<file path="src/rtl/words_to_block_n.sv">
// Packs a stream of WORD_W-bit words into N-lane blocks with a per-lane keep mask.
// A block closes when its last lane fills or when the incoming word carries word_last.
module words_to_block_n #(
  parameter int WORD_W    = 32,
  parameter int N         = 4,
  parameter bit MSW_FIRST = 1'b0
) (
  input  logic                  clk,
  input  logic                  rst,
  input  logic                  word_valid,
  output logic                  word_ready,
  input  logic [WORD_W-1:0]     word,
  input  logic                  word_last,
  output logic                  block_valid,
  input  logic                  block_ready,
  output logic [N*WORD_W-1:0]   block,
  output logic [N-1:0]          block_keep,
  output logic                  block_last,
  output logic                  empty,
  output logic [15:0]           block_count
);

  localparam int IDX_W = $clog2(N);
  localparam logic [IDX_W-1:0] LAST_IDX = IDX_W'(N - 1);

  logic [IDX_W-1:0]    idx_q, idx_d;
  logic [N*WORD_W-1:0] block_q, block_d;
  logic [N-1:0]        keep_q, keep_d;
  logic                last_q, last_d;
  logic                valid_q, valid_d;
  logic [15:0]         count_q, count_d;

  logic word_acc;
  logic block_acc;
  logic closing;
  int   lane;

  assign word_ready = !valid_q | block_ready;
  assign word_acc   = word_valid & word_ready;
  assign block_acc  = valid_q & block_ready;
  assign closing    = word_acc & ((idx_q == LAST_IDX) | word_last);

  always_comb begin
    lane    = MSW_FIRST ? (N - 1 - int'(idx_q)) : int'(idx_q);
    idx_d   = idx_q;
    block_d = block_q;
    keep_d  = keep_q;
    last_d  = last_q;
    valid_d = valid_q;
    count_d = count_q + 16'(block_acc);

    if (block_acc) begin
      valid_d = 1'b0;
    end

    if (word_acc) begin
      // Starting a new block wipes stale lanes so partial blocks read zero above the fill.
      if (idx_q == '0) begin
        block_d = '0;
        keep_d  = '0;
      end
      for (int l = 0; l < N; l++) begin
        if (l == lane) begin
          block_d[l*WORD_W +: WORD_W] = word;
          keep_d[l]                   = 1'b1;
        end
      end
      if (closing) begin
        idx_d   = '0;
        valid_d = 1'b1;
        last_d  = word_last;
      end else begin
        idx_d = idx_q + IDX_W'(1);
      end
    end
  end

  always_ff @(posedge clk) begin
    if (rst) begin
      idx_q   <= '0;
      block_q <= '0;
      keep_q  <= '0;
      last_q  <= 1'b0;
      valid_q <= 1'b0;
      count_q <= '0;
    end else begin
      idx_q   <= idx_d;
      block_q <= block_d;
      keep_q  <= keep_d;
      last_q  <= last_d;
      valid_q <= valid_d;
      count_q <= count_d;
    end
  end

  assign block_valid = valid_q;
  assign block       = block_q;
  assign block_keep  = keep_q;
  assign block_last  = last_q;
  assign empty       = !valid_q & (idx_q == '0);
  assign block_count = count_q;

endmodule

</file>
<file path="config.mk">
export PLATFORM = sky130hd
export DESIGN_NAME = words_to_block_n
export DESIGN_NICKNAME = d
export VERILOG_FILES = /design/src/rtl/words_to_block_n.sv
export SDC_FILE = /design/constraint.sdc
export NUM_CORES = 1
export LEC_CHECK = 0
export CAP_MARGIN = 40
export CORE_ASPECT_RATIO = 0.8
export CORE_MARGIN = 2
export CORE_UTILIZATION = 49
export DETAILED_ROUTE_END_ITERATION = 10
export PLACE_DENSITY_LB_ADDON = 0.3
export RECOVER_POWER = 25
export SLEW_MARGIN = 0
export SYNTH_ARGS = -nofsm -noshare
export SYNTH_HDL_FRONTEND = slang
export SYNTH_SLANG_ARGS = --single-unit
</file>
<file path="constraint.sdc">
create_clock -name clk -period 3.1 [get_ports clk]
set_input_delay 0.62 -clock clk [delete_from_list [all_inputs] [get_ports clk]]
set_output_delay 0.62 -clock clk [all_outputs]
set_load 0.01 [all_outputs]
</file>
==> results of run 1 <==
==> cell usage after synthesis, types with 2 or more instances <==
library cell and n:
or2_1 2, inv_4 2, dfxtp_1 152, nand4_4 2, nand2_1 3, ha_1 7, nor4_1 4, buf_2 32
clkbuf_1 11, buf_6 3, or4_1 5, nand3_1 8, a31oi_4 3, or3_2 2, o31ai_1 39, nor2_1 10
nor2b_1 5, o21ai_0 6, a22o_1 96, mux2_2 4, inv_1 10, a21oi_1 44, buf_1 2, xor2_1 2
nand4_1 35, nor4_4 3
==> cell families (layout without fill, tap and decap cells) <==
group | after synthesis | count (layout) | share of synthesized area, %
AO/OA/AOI/OAI | 191 | 191 | 26.5
buffers and inverters | 62 | 248 | 5.48
AND/OR/NAND/NOR | 84 | 84 | 10.3
flip-flops | 152 | 152 | 54.9
adder cells (fa/ha/maj) | 7 | 7 | 1.58
multiplexers | 4 | 4 | 0.812
XOR/XNOR | 3 | 3 | 0.474
==> flip-flops by register name, indices dropped and copies added, names as in the netlist <==
register / cells
block_last: 1
block: 128
idx_q: 2
block_keep: 4
block_valid: 1
block_count: 16
==> routing by layer <==
| metal | vias up | wire [um] | global-route usage, % |
|---|---|---|---|
| met5 | - | 0 | 0 |
| met4 | 0 | 184 | 8.40 |
| met3 | 18 | 1550 | 9.00 |
| met2 | 216 | 7650 | 43.4 |
| met1 | 2440 | 7190 | 36.4 |
| li1 | 2278 | - | - |
==> through the flow <==
stage | area (sq um) | cells | util, % | hold WS [ns]
floorplan | 5540 | 503 | - | 0.489
global placement | 7440 | 799 | 68.1 | 0.455
detailed placement | 7500 | 801 | 68.6 | 0.453
CTS | 8130 | 833 | 74.4 | 0.462
global route | 8130 | 833 | 74.3 | 0.484
finish | 8130 | 833 | 74.3 | 0.467
==> worst register-to-register path: cells and delay by family (launching register included) <==
kind / cells / cell delay, ns
flip-flops: 1 / 0.34
buffers and inverters: 3 / 1.36
AND/OR/NAND/NOR: 1 / 0.20
AO/OA/AOI/OAI: 2 / 0.39
==> layout make-up <==
class	count	area (sq um)	share of cell area (%)
sequential	152	3040	37.4
inverter	13	53.8	0.662
tap	144	180	2.22
clock inverter	13	193	2.37
multi-input combinational	289	2200	27.0
clock buffer	19	443	5.45
timing repair buffer	203	2020	24.8
==> path summary, 6_finish.rpt <==
path	from	end	slack [ns]
max	block_ready	block[111]	0.33
min reg2reg	block_keep[3]	block_keep[3]	0.47
min	block_keep[3]	block_keep[3]	0.47
max reg2reg	block_valid	block[111]	0.71
==> report_power, final <==
group          internal [mW]  switching (mW)  leakage, nW  total, mW
Sequential              2.00          0.0291         1.23       2.03
Clock                   1.38           0.830        0.310       2.21
Combinational          0.187           0.238         1.71      0.425
Total                   3.57            1.10         3.25       4.67
==> flow_metrics.env, run 1 <==
export IMPL_cts_setup_buffers=0
export IMPL_ioPinCount=189
export IMPL_die_area_sq_um=12200
export IMPL_final_common_cell="dfxtp_1"
export IMPL_antenna_found_initial=0
export IMPL_fill_cells=749
export IMPL_synth_fp_nets=547
export IMPL_seq_area_frac_synth_pct=54.9
export IMPL_wl_um=16600
export IMPL_setup_slack_ns=0.330
export IMPL_cts_max_level=4
export IMPL_p_leak_nw=3.25
export IMPL_cp_start_kind="input port"
export IMPL_grt_pass1_vias=4847
export IMPL_drv_slew=0
export IMPL_ant_nets=0
export IMPL_end_kind="flop"
export IMPL_grt_ovfl_total=0
export IMPL_p_total_mw=4.67
export IMPL_hold_violations=0
export IMPL_coreArea_sq_um=10900
export IMPL_fin_setup_tns_ns=0
export IMPL_cts_tree="yes"
export IMPL_max_freq_ghz=0.361
export IMPL_critPathSlowestCell="clkbuf_1"
export IMPL_synth_top_cell_by_area="dfxtp_1"
export IMPL_placementRows=34
export IMPL_grt_setup_unrepaired="false"
export IMPL_min_path_cells=1
export IMPL_cts_buffers=17
export IMPL_start_util_pct=50.7
export IMPL_antenna_cells=0
export IMPL_grt_max_degree=46
export IMPL_die_y_um=99.1
export IMPL_vias=4952
export IMPL_peakVddDrop_uv=415
export IMPL_setup_viol=0
export IMPL_root_buffer="clkbuf_16"
export IMPL_postCtsHoldBufs=0
export IMPL_gp_congestion=0.768
export IMPL_syn_area_sq_um=5540
export IMPL_clkSinkCount=152
export IMPL_clk_pin_slew_ns=0.06
export IMPL_vias_per_cell=5.94
export IMPL_dpl_hpwl_um=10700
export IMPL_cp_depth=7
export IMPL_slowest_delay_ns=0.86
export IMPL_worstPathArrival_ns=3.07
export IMPL_synthTopCellsByArea="dfxtp_1, a22o_1, o31ai_1"
export IMPL_synth_cell_types=37
export IMPL_dieWidth_um=123
export IMPL_crit_family="buffers and inverters"
export IMPL_post_place_ws_ns=0.381
export IMPL_min_path_type="flop to flop"
export IMPL_layout_drive_gt1_share_pct=9.14
export IMPL_grt_use_total_pct=27.7
export IMPL_cellPowerDensity_nw_per_um2=574
export IMPL_grt_first_pass_wirelength_um=26300
export IMPL_final_cell_mix="dfxtp_1, clkdlybuf4s50_1, a22o_1"
export IMPL_crit_buf_inv=4
export IMPL_yosysTopAreaCellShare_pct=54.9
export IMPL_drv_cap=0
export IMPL_crit_path_cell_trace="clkdlybuf4s50_1, and2b_4, inv_4, clkbuf_1, a31oi_4, buf_4, a22o_1"
export IMPL_io_buffer_count=188
export IMPL_first_pass_iters=5
export IMPL_drc=0
export IMPL_clk_latency_ns=0.41
export IMPL_cts_repair_resized=0
export IMPL_area_growth_pct=46.6
export IMPL_fin_nets=720
export IMPL_wl_per_cell_um=19.9
export IMPL_syn_avg_cell_area_sq_um=11.0
export IMPL_path_max_fanout=23
export IMPL_synthFlopType="dfxtp_1"
export IMPL_fin_crit_ns=2.77
export IMPL_min_period_over_period_pct=89.3
export IMPL_ff2ff_path_depth=6
export IMPL_cts_max_path_buffers=2
export IMPL_tightest_slew_ns=1.41
export IMPL_async_flop_share_pct=0
export IMPL_cp_required_ns=3.40
export IMPL_status="complete, no violations"
export IMPL_worstSetupPathType="input port to flop"
export IMPL_syn_inst=503
export IMPL_drtIter0Drc=355
export IMPL_relSlewSlack_pct=5.93
export IMPL_synth_seq_cells=152
export IMPL_fin_worst_skew_ns=0.00843
export IMPL_synth_edf_count=0
export IMPL_synth_warnings=0
No activity file was read; power rests on OpenSTA's default activity.
==> inputs of run 2 (changes only) <==
--- a/config.mk
+++ b/config.mk
@@ -8,7 +8,8 @@
 export CAP_MARGIN = 40
 export CORE_ASPECT_RATIO = 0.8
 export CORE_MARGIN = 2
-export CORE_UTILIZATION = 49
+export CORE_UTILIZATION = 50
+export CTS_BUF_LIST = sky130_fd_sc_hd__clkbuf_4
 export DETAILED_ROUTE_END_ITERATION = 10
 export PLACE_DENSITY_LB_ADDON = 0.3
 export RECOVER_POWER = 25
==> run 2 against run 1 <==
Against the previous run: count of clock-buffer cells in the layout increased by 1; clock power shrank 42%; setup slack got worse by 0.25 ns; flip-flop and latch count stayed put; sequential power is essentially flat; utilization decreased by 2.5 points; fmax shrank 8.4%; the flow now finishes with violations (max-capacitance violations, max-slew violations); first-iteration DRC count increased by 8.5%.
==> flow_metrics.env, run 2 (synthesized netlist as in run 1, its figures left out) <==
export IMPL_fin_area_sq_um=7790
export IMPL_postCtsHoldBufs=0
export IMPL_dieWidth_um=122
export IMPL_antenna_found_initial=0
export IMPL_coreArea_sq_um=10800
export IMPL_area_growth_pct=40.5
export IMPL_wl_um=15500
export IMPL_cts_setup_buffers=0
export IMPL_grt_first_pass_wirelength_um=24300
export IMPL_setup_slack_ns=0.0773
export IMPL_final_cell_mix="clkdlybuf4s50_1, dfxtp_1, a22o_1"
export IMPL_path_max_fanout=23
export IMPL_r2r_slack_ns=0.41
export IMPL_min_path_cells=2
export IMPL_cellPowerDensity_nw_per_um2=479
export IMPL_cp_start_kind="input port"
export IMPL_clkSinkCount=152
export IMPL_cp_required_ns=2.48
export IMPL_seqCellArea_sq_um=3040
export IMPL_grt_max_degree=43
export IMPL_violations="max-capacitance violations, max-slew violations"
export IMPL_vias_per_cell=5.82
export IMPL_vias=4859
export IMPL_layout_drive_gt1_share_pct=9.12
export IMPL_worstSetupPathType="input port to primary output"
export IMPL_grt_ovfl_total=0
export IMPL_p_comb_share_pct=11.3
export IMPL_crit_path_frequent_cell="clkdlybuf4s50_1"
export IMPL_switchingPower_mw=0.953
export IMPL_slowest_delay_ns=0.63
export IMPL_placementRows=34
export IMPL_fin_crit_ns=3.02
export IMPL_die_y_um=98.2
export IMPL_grt_setup_unrepaired="false"
export IMPL_fin_worst_skew_ns=0.0128
export IMPL_hold_violations=0
export IMPL_critPathSlowestCell="clkdlybuf4s50_1"
export IMPL_multi_input_area_sq_um=2180
export IMPL_max_freq_ghz=0.331
export IMPL_grt_pass1_vias=4625
export IMPL_dpl_instance_area_sq_um=7510
export IMPL_ioPinCount=189
export IMPL_seq_power_share_pct=54.4
export IMPL_setup_viol=0
export IMPL_grt_use_total_pct=25.9
export IMPL_post_route_util_pct=71.8
export IMPL_fin_nets=722
export IMPL_ff2ff_path_depth=7
export IMPL_tightest_slew_ns=1.88
export IMPL_gp_congestion=0.800
export IMPL_ant_nets=0
export IMPL_die_area_sq_um=12000
export IMPL_post_place_ws_ns=0.231
export IMPL_antenna_cells=0
export IMPL_wl_per_cell_um=18.6
export IMPL_largest_register_ffs=128
export IMPL_peakVddDrop_uv=428
export IMPL_crit_path_cell_trace="clkdlybuf4s50_1, and2b_4, inv_2, clkdlybuf4s50_1"
export IMPL_p_sw_share_pct=25.6
export IMPL_fill_cells=803
export IMPL_p_leak_nw=2.89
export IMPL_cts_buffers=17
export IMPL_clockPowerShare_pct=34.2
export IMPL_clk_pin_slew_ns=0.12
export IMPL_status="complete, but fails checks"
export IMPL_drv_cap=2
export IMPL_dpl_hpwl_um=10700
export IMPL_cts_repair_resized=0
export IMPL_hold_slack_ns=0.476
export IMPL_place_inst=803
export IMPL_cts_max_level=4
export IMPL_cts_max_path_buffers=2
export IMPL_fin_setup_tns_ns=0
export IMPL_relSlewSlack_pct=-25.5
export IMPL_clk_latency_ns=0.54
export IMPL_io_buffer_count=188
export IMPL_drv_slew=43
export IMPL_cts_tree="yes"
export IMPL_min_path_type="flop to flop"
export IMPL_drc=0
export IMPL_fin_cells=835
export IMPL_worstPathArrival_ns=2.40
export IMPL_first_pass_iters=5
export IMPL_p_int_mw=2.78
export IMPL_end_kind="primary output"
export IMPL_root_buffer="clkbuf_4"
export IMPL_start_util_pct=51.1
export IMPL_p_total_mw=3.73
export IMPL_drtIter0Drc=385
export IMPL_final_common_cell="clkdlybuf4s50_1"
export IMPL_min_period_over_period_pct=97.5
## run 2: layout make-up
| type | instances | area share (%) |
|---|---|---|
| timing repair buffer | 205 | 26.1 |
| tap | 144 | 2.31 |
| clock inverter | 12 | 1.94 |
| inverter | 13 | 0.659 |
| multi-input combinational | 289 | 28.0 |
| sequential | 152 | 39.1 |
| clock buffer | 20 | 1.93 |
## run 2: worst max-delay path: cells and delay by family
family | cells | cell delay [ns]
buf+inv | 3 | 1.51
simple gates | 1 | 0.27
## run 2: routing by layer
| metal | global-route usage, % | wire length (um) | up-vias |
|---|---|---|---|
| met2 | 39.8 | 7060 | 200 |
| met5 | 0 | 0 | - |
| met1 | 34.3 | 6930 | 2351 |
| li1 | - | - | 2282 |
| met4 | 8.84 | 280 | 0 |
| met3 | 8.53 | 1280 | 26 |
## run 2: power groups by stage
stage | clock, mW | sequential [mW] | combinational, mW
floorplan | 0 | 2.09 | 0.175
global placement | 0 | 2.07 | 0.400
detailed placement | 0 | 2.07 | 0.424
CTS | 1.29 | 2.03 | 0.425
global route | 1.37 | 2.04 | 0.451
finish | 1.28 | 2.03 | 0.422
## run 2: worst paths after layout
path,start,endpoint
worst min register to register,block[12],block[12]
worst max register to register,idx_q[0],block[87]
worst min-delay path,block[12],block[12]
worst max-delay path,block_ready,word_ready
==> inputs of run 3 (changes only) <==
--- a/config.mk
+++ b/config.mk
@@ -6,10 +6,8 @@
 export NUM_CORES = 1
 export LEC_CHECK = 0
 export CAP_MARGIN = 40
-export CORE_ASPECT_RATIO = 0.8
 export CORE_MARGIN = 2
-export CORE_UTILIZATION = 50
-export CTS_BUF_LIST = sky130_fd_sc_hd__clkbuf_4
+export CORE_UTILIZATION = 49
 export DETAILED_ROUTE_END_ITERATION = 10
 export PLACE_DENSITY_LB_ADDON = 0.3
 export RECOVER_POWER = 25
==> run 3 against run 2 <==
Against the previous run: the run still ends with max-capacitance violations, max-slew violations left; fmax rose by 4.9%; design area rose by 3.9%; critical path depth rose by 2; critical endpoint is now empty; worst hold slack got worse by 0.022 ns; clock skew fell by 0.0054 ns; power rose by 21%; first-iteration DRC count fell by 4.2%; combinational power barely moved; critical path type is now flop to primary output; setup slack improved by 0.14 ns; sequential share of layout area fell by 1.5 points.
==> flow_metrics.env, run 3 (synthesized netlist as in run 1, its figures left out) <==
export IMPL_ant_nets=0
export IMPL_start_util_pct=50.7
export IMPL_grt_pass1_vias=4813
export IMPL_critPathSlowestCell="clkdlybuf4s50_1"
export IMPL_grt_ovfl_total=0
export IMPL_wl_um=16000
export IMPL_end_kind="primary output"
export IMPL_tightest_slew_ns=1.83
export IMPL_peakVddDrop_uv=404
export IMPL_antenna_found_initial=0
export IMPL_grt_setup_unrepaired="false"
export IMPL_first_pass_iters=5
export IMPL_layout_drive_gt1_share_pct=9.26
export IMPL_slowest_delay_ns=0.54
export IMPL_cellPowerDensity_nw_per_um2=559
export IMPL_fin_worst_skew_ns=0.00747
export IMPL_crit_buf_inv=4
export IMPL_cts_repair_resized=0
export IMPL_drtIter0Drc=369
export IMPL_path_max_fanout=19
export IMPL_vias=4978
export IMPL_fill_cells=786
export IMPL_antenna_cells=0
export IMPL_area_growth_pct=45.9
export IMPL_placementRows=38
export IMPL_drv_slew=40
export IMPL_wl_met2_um=7680
export IMPL_dieWidth_um=110
export IMPL_clkSinkCount=152
export IMPL_cts_buffers=17
export IMPL_min_path_type="flop to flop"
export IMPL_clk_latency_ns=0.41
export IMPL_cp_required_ns=2.48
export IMPL_io_buffer_count=188
export IMPL_fin_crit_ns=2.88
export IMPL_die_y_um=110
export IMPL_cts_setup_buffers=0
export IMPL_crit_family="buffers and inverters"
export IMPL_final_cell_mix="dfxtp_1, clkdlybuf4s50_1, a22o_1"
export IMPL_gp_congestion=0.813
export IMPL_cp_start_kind="flop"
export IMPL_worstSetupPathType="flop to primary output"
export IMPL_grt_first_pass_wirelength_um=24700
export IMPL_drc=0
export IMPL_status="complete, but fails checks"
export IMPL_p_leak_nw=3.24
export IMPL_root_buffer="clkbuf_16"
export IMPL_largest_register_ffs=128
export IMPL_crit_path_cell_trace="inv_1, ha_1, buf_4, clkinv_1, nor2_1, clkdlybuf4s50_1"
export IMPL_wl_met3_um=1510
export IMPL_fin_nets=722
export IMPL_grt_use_total_pct=26.5
export IMPL_worstPathArrival_ns=2.26
export IMPL_fin_setup_tns_ns=0
export IMPL_post_route_util_pct=74.0
export IMPL_clk_pin_slew_ns=0.06
export IMPL_wl_met1_um=6560
export IMPL_postCtsHoldBufs=0
export IMPL_cts_max_level=4
export IMPL_coreArea_sq_um=10900
export IMPL_final_common_cell="dfxtp_1"
export IMPL_grt_max_degree=42
export IMPL_wl_per_cell_um=19.3
export IMPL_vias_per_cell=5.99
export IMPL_setup_viol=0
export IMPL_ioPinCount=189
export IMPL_violations="max-capacitance violations, max-slew violations"
export IMPL_top_layer="met4"
export IMPL_hold_violations=0
export IMPL_die_area_sq_um=12200
export IMPL_cts_tree="yes"
export IMPL_max_freq_ghz=0.347
export IMPL_cts_max_path_buffers=2
export IMPL_relSlewSlack_pct=-22.1
export IMPL_dpl_hpwl_um=10900
export IMPL_min_period_over_period_pct=93.0
export IMPL_drv_cap=1
[run 3: cell count changes in the layout (fill, tap and decap cells not counted), moves of 2 or more]
cell,previous run,this run
clkdlybuf4s50_1,182,119
dlygate4sd3_1,4,67
clkbuf_4,20,0
clkbuf_16,0,17
buf_4,12,14
clkbuf_1,2,4
clkinv_1,3,1
clkinv_2,1,3
[run 3: area by class of cell]
type                    instances  area (sq um)  share of cell area, %
inverters                      13          53.8                  0.665
flip-flops and latches        152          3040                   37.6
clock buffers                  21           450                   5.57
repair buffers                205          2020                   25.0
well taps                     140           175                   2.17
multi-input cells             289          2200                   27.2
clock inverters                11           146                   1.81
[run 3: worst register-to-register path: cells and delay by family, from the launching register on]
kind	cells	cell delay (ns)
adders and majority gates	1	0.31
DFF	1	0.40
and+or+nand+nor	2	0.87
buffers and inverters	2	0.51
AOI/OAI and AO/OA	1	0.19
[run 3: worst paths after layout]
kind / startpoint / endpoint / slack [ns] / depth (start not counted)
setup reg to reg: idx_q[0] / block[111] / 0.76 / 6
hold / removal: block_keep[3] / block_keep[3] / 0.45 / 1
hold reg to reg: block_keep[3] / block_keep[3] / 0.45 / 1
setup / recovery: idx_q[0] / empty / 0.22 / 6
[run 3: power breakdown]
group	internal, mW	leakage [nW]	switching [mW]
registers	2.00	1.23	0.0290
clock network	1.29	0.288	0.777
logic	0.185	1.72	0.235
[run 3: routing by layer]
metal | GRT usage [%] | vias to the layer above
li1 | - | 2291
met1 | 33.1 | 2403
met2 | 43.2 | 263
met3 | 8.17 | 21
met4 | 9.46 | 0
met5 | 0 | -
[run 3: metrics by stage]
| step | area, sq um | hold WS, ns | instances | power [mW] | setup slack, ns |
|---|---|---|---|---|---|
| 2_1_floorplan | 5540 | 0.489 | 503 | 2.27 | 1.06 |
| 6_report | 8090 | 0.454 | 831 | 4.52 | 0.218 |
| 5_1_grt | 8090 | 0.483 | 831 | 4.66 | 0.0558 |
| 3_5_place_dp | 7470 | 0.451 | 798 | 2.49 | 0.274 |
| 4_1_cts | 8070 | 0.465 | 830 | 4.54 | 0.210 |
| 3_3_place_gp | 7450 | 0.437 | 797 | 2.47 | 0.301 |
